==> config.mk <==
export PLATFORM = sky130hd
export DESIGN_NAME = jump_target_unit
export DESIGN_NICKNAME = d
export VERILOG_FILES = /design/src/rtl/jump_target_unit.sv
export SDC_FILE = /design/constraint.sdc
export NUM_CORES = 1
export LEC_CHECK = 0
export BUFFER_PORTS_ARGS = -buffer_cell sky130_fd_sc_hd__buf_2
export CORE_MARGIN = 2
export CORE_UTILIZATION = 30
export CTS_CLUSTER_DIAMETER = 80
export DETAILED_ROUTE_END_ITERATION = 7
export GPL_TIMING_DRIVEN = 0
export PLACE_DENSITY_LB_ADDON = 0.08
export SYNTH_ARGS = -nofsm -noshare
export SYNTH_HDL_FRONTEND = slang
export SYNTH_SLANG_ARGS = --single-unit
==> constraint.sdc <==
create_clock -name clk -period 3.6 [get_ports clk]
set_input_delay 0.72 -clock clk [delete_from_list [all_inputs] [get_ports clk]]
set_output_delay 0.72 -clock clk [all_outputs]
set_load 0.01 [all_outputs]
==> src/rtl/jump_target_unit.sv <==
// ============================================================================
// Module      : jump_target_unit
// Description : ID-stage control-transfer target generator (J / branch / JR)
//               with optional delay slot and a saturating redirect counter.
// Revision    : 1.0 - initial release
// ============================================================================
`default_nettype none

module jump_target_unit #(
    parameter int WORD_W     = 32,
    parameter int TARGET_W   = 26,
    parameter int IMM_W      = 16,
    parameter int SHIFT      = 2,
    parameter int DELAY_SLOT = 1,
    parameter int CNT_W      = 16
) (
    input  logic              clk,
    input  logic              rst_n,
    input  logic              in_valid,
    input  logic              stall,
    input  logic              flush,
    input  logic [1:0]        mode,
    input  logic              take,
    input  logic [WORD_W-1:0] pc_plus4,
    input  logic [TARGET_W-1:0] instr_index,
    input  logic [IMM_W-1:0]  imm,
    input  logic [WORD_W-1:0] rs_val,
    output logic              redirect,
    output logic [WORD_W-1:0] target,
    output logic              misalign,
    output logic              busy,
    output logic [CNT_W-1:0]  redirect_count
);

    localparam logic [1:0] c_MODE_J  = 2'b01;
    localparam logic [1:0] c_MODE_BR = 2'b10;
    localparam logic [1:0] c_MODE_JR = 2'b11;

    // Upper mask keeps the pc_plus4 region bits; empty when the field fills the word.
    localparam logic [WORD_W-1:0] c_UPPER_MASK =
        ~({WORD_W{1'b1}} >> (WORD_W - TARGET_W - SHIFT));
    localparam logic [WORD_W-1:0] c_ALIGN_MASK = ~({WORD_W{1'b1}} << SHIFT);
    localparam logic [CNT_W-1:0]  c_CNT_MAX    = {CNT_W{1'b1}};

    typedef enum logic [0:0] {
        ST_IDLE      = 1'b0,
        ST_WAIT_SLOT = 1'b1
    } state_t;

    state_t            r_state;
    state_t            w_state_n;
    logic [WORD_W-1:0] r_pend;
    logic [WORD_W-1:0] w_pend_n;
    logic [WORD_W-1:0] r_target;
    logic [WORD_W-1:0] w_target_n;
    logic              r_redirect;
    logic              w_redirect_n;
    logic              r_misalign;
    logic              w_misalign_n;
    logic [CNT_W-1:0]  r_count;

    logic              w_accept;
    logic [WORD_W-1:0] w_imm_ext;
    logic [WORD_W-1:0] w_j_target;
    logic [WORD_W-1:0] w_br_target;
    logic              w_jr_misaligned;

    assign w_accept        = in_valid & ~stall & ~flush;
    assign w_imm_ext       = WORD_W'($signed(imm));
    assign w_j_target      = (pc_plus4 & c_UPPER_MASK) | (WORD_W'(instr_index) << SHIFT);
    assign w_br_target     = pc_plus4 + (w_imm_ext << SHIFT);
    assign w_jr_misaligned = (rs_val & c_ALIGN_MASK) != '0;

    always_comb begin
        w_state_n    = r_state;
        w_pend_n     = r_pend;
        w_target_n   = r_target;
        w_redirect_n = 1'b0;
        w_misalign_n = 1'b0;

        if (flush) begin
            w_state_n = ST_IDLE;
            w_pend_n  = '0;
        end else begin
            case (r_state)
                ST_IDLE: begin
                    if (w_accept) begin
                        logic              v_xfer;
                        logic [WORD_W-1:0] v_tgt;
                        v_xfer = 1'b0;
                        v_tgt  = '0;
                        case (mode)
                            c_MODE_J: begin
                                v_xfer = 1'b1;
                                v_tgt  = w_j_target;
                            end
                            c_MODE_BR: begin
                                v_xfer = take;
                                v_tgt  = w_br_target;
                            end
                            c_MODE_JR: begin
                                v_xfer       = ~w_jr_misaligned;
                                w_misalign_n = w_jr_misaligned;
                                v_tgt        = rs_val;
                            end
                            default: ;
                        endcase
                        if (v_xfer) begin
                            if (DELAY_SLOT == 0) begin
                                w_redirect_n = 1'b1;
                                w_target_n   = v_tgt;
                            end else begin
                                w_pend_n  = v_tgt;
                                w_state_n = ST_WAIT_SLOT;
                            end
                        end
                    end
                end
                ST_WAIT_SLOT: begin
                    // Any accepted instruction here is the delay slot; its own mode is dropped.
                    if (w_accept) begin
                        w_redirect_n = 1'b1;
                        w_target_n   = r_pend;
                        w_state_n    = ST_IDLE;
                    end
                end
                default: w_state_n = ST_IDLE;
            endcase
        end
    end

    always_ff @(posedge clk or negedge rst_n) begin
        if (!rst_n) begin
            r_state    <= ST_IDLE;
            r_pend     <= '0;
            r_target   <= '0;
            r_redirect <= 1'b0;
            r_misalign <= 1'b0;
            r_count    <= '0;
        end else begin
            r_state    <= w_state_n;
            r_pend     <= w_pend_n;
            r_target   <= w_target_n;
            r_redirect <= w_redirect_n;
            r_misalign <= w_misalign_n;
            if (w_redirect_n && (r_count != c_CNT_MAX)) begin
                r_count <= r_count + CNT_W'(1);
            end
        end
    end

    assign redirect       = r_redirect;
    assign target         = r_target;
    assign misalign       = r_misalign;
    assign busy           = (r_state == ST_WAIT_SLOT);
    assign redirect_count = r_count;

endmodule

`default_nettype wire

==> flow_metrics.tcl <==
set metrics [dict create \
    status "finished clean" \
    area_growth_pct 26.46 \
    synth_edf_count 0 \
    overflow 0 \
    post_drt_via_cell_ratio 5.055 \
    ys_seq_elements 83 \
    coreArea_sq_um 17960 \
    nets 902 \
    leakage_uw 0.003442 \
    netlist_area_sq_um 5489 \
    globalplace.congestion 0.8702 \
    hold_slack_ns 0.2480 \
    synthFlopType "dfrtp_1" \
    relSlewSlack 0.5209 \
    netlist_instances 582 \
    cp-end-kind "register" \
    ctsHoldBuffers 0 \
    rsz0062_at_grt "false" \
    drt-pass1-iter-count 4 \
    drt_iter0_markers 181 \
    cap_violations 0 \
    tns_ns 0 \
    synth_warnings 0 \
    synth.area.top_cells "dfrtp_1, mux2_2, ha_1, a21oi_1, nand2_1" \
    cts_resized 0 \
    cts.clk_slew.worst_paths_ns 0.06 \
    clk_path_buf_depth 2 \
    drv_slew 0 \
    yosysTopAreaCellShare 0.3784 \
    hp-class "in -> async" \
    io_pins 165 \
    dp_hpwl_um 13890 \
    required_ns 3.83 \
    hold_violations 0 \
    cts-root-buf "clkbuf_16" \
    antenna_found_initial 1 \
    crit_arrival_ns 3.03 \
    wire_per_inst_um 17.54 \
    cts_tree "yes" \
    final_cell_mix "buf_2, dfrtp_1, nand2_1" \
    r2r_cells 8 \
    postLayoutCellArea_sq_um 6942 \
    synthDistinctLibCells 61 \
    worst_setup_path_start_kind "input port" \
    antenna_left 0 \
    fmax_mhz 356.7 \
    final_layout_size_suffix_gt1_frac 0.3294 \
    path_max_fanout 4 \
    synth-async-reset-ratio 1.000 \
    start_util 0.3056 \
    drc 0 \
    grt_pass1_wl_um 27540 \
    cts_setup_buffers 0 \
    period_needed_ns 2.804 \
    wirelength_um 17400 \
    grt_pass1_vias 5065 \
    place_area_sq_um 6621 \
    regArea_sq_um 2077 \
    critPathKind "in -> reg" \
    skew_ns 0.007727 \
    grt_max_degree 68 \
    dr_total_vias 5015 \
    syn_nets 727 \
    die_area_sq_um 19390 \
    fin_crit_sh 0.7788 \
    cts_inserted_buffers 9 \
    rows 49 \
    grt_util_all_layers 0.1777 \
    synth_top_area_cell "dfrtp_1" \
    port_buffers 163 \
    clock_latency_ns 0.34 \
    finalSetupViolCount 0 \
    multi_input_area_sq_um 3239 \
    die_x_um 139.3 \
    clock_sinks 83 \
    die_h_um 139.3 \
    postSynthAreaPerCell_sq_um 9.431 \
    n_fill_cell 1859 \
    powerDensity_nw_per_um2 368.4 \
    synth_seq_area_share 0.3784 \
    worst_pin_slew_ns 0.7187 \
    vdd_drop_max_mv 0.2265 \
    htree_levels 3 \
    final_common_cell "buf_2" \
]
==> per-stage QoR <==
step,power (uW),setup WS [ns],utilization,std cells
after floorplan,1360,0.8799,-,582
after global placement,1577,0.5137,0.3669,974
after detailed placement,1585,0.4451,0.3686,975
after CTS,2581,0.7939,0.3863,991
after global routing,2692,0.5296,0.3864,992
final,2558,0.7962,0.3864,992
==> area by class of cell <==
class                           instances  share of cell area
Timing Repair Buffer                  164              0.1218
Multi-Input combinational cell        456              0.4667
Antenna cell                            1           0.0003605
Clock buffer                           10             0.03298
Buffer                                 31             0.01838
Clock inverter                          6             0.01280
Inverter                               12            0.006489
Tap cell                              229             0.04128
Sequential cell                        83              0.2992
==> worst paths after layout <==
| kind | startpoint | to | slack (ns) |
|---|---|---|---|
| min in group clk | r_pend[25] | r_pend[25] | 0.49 |
| min reg2reg | r_pend[25] | r_pend[25] | 0.49 |
| max reg2reg | redirect_count[2] | redirect_count[15] | 1.53 |
| max | pc_plus4[2] | r_pend[26] | 0.80 |
| max in group asynchronous | rst_n | r_pend[31] | 2.74 |
| min | rst_n | target[3] | 0.25 |
==> metal layers <==
layer / track usage / vias to the layer above / share of wire
li1: - / 2489 / -
met1: 0.2432 / 2398 / 0.46
met2: 0.2993 / 113 / 0.48
met3: 0.02065 / 15 / 0.043
met4: 0.04625 / 0 / 0.015
met5: 0 / - / 0
==> logic make-up after synthesis <==
group / share of synthesized area
muxes: 0.1044
DFF: 0.3784
xor gates and xnor gates: 0.05425
AOI/OAI and AO/OA: 0.1960
and+or+nand+nor: 0.1634
adders and majority gates: 0.07203
buffers and inverters: 0.03146
==> cell usage after synthesis, drive strengths merged (2+ instances only) <==
library cell,count
inv,12
a21oi,50
o21a,2
nor4b,2
ha,30
nand4,11
a21boi,2
o21ai,30
nor3,18
o21bai,5
or3,7
mux2,42
o41ai,4
xnor2,19
o31ai,2
and2,3
nor2b,6
nor2,47
a21o,10
o2111ai,2
a211oi,5
xor2,15
mux2i,10
a22oi,3
dfrtp,83
and3,8
a221oi,9
nand3,21
nand2,50
buf,12
o22ai,5
clkbuf,19
nand2b,4
and4,2
a311oi,2
a31oi,12
o211ai,4
a211o,4
==> where the power goes <==
part / switching (uW) / internal, uW / leakage [uW]
Sequential: 22.3 / 968 / 0.00115
Combinational: 338 / 237 / 0.00214
Clock: 383 / 609 / 0.000149
Total: 743 / 1810 / 0.00344
==> flip-flops by register name, summed over array words and instances (netlist names) <==
name	cells
redirect	1
misalign	1
busy	1
r_pend	32
redirect_count	16
target	32
==> worst max-delay path, stage by stage <==
cell and delay, ns:
buf_2 0.08, ha_1 0.16, inv_1 0.05, fa_1 0.39, nor2b_1 0.19, o2111ai_1 0.12
nand2_1 0.16, a21boi_1 0.16, o41ai_4 0.35, a21oi_1 0.15, xor2_1 0.19, o41ai_2 0.30
No activity file was read; power rests on OpenSTA's default activity.
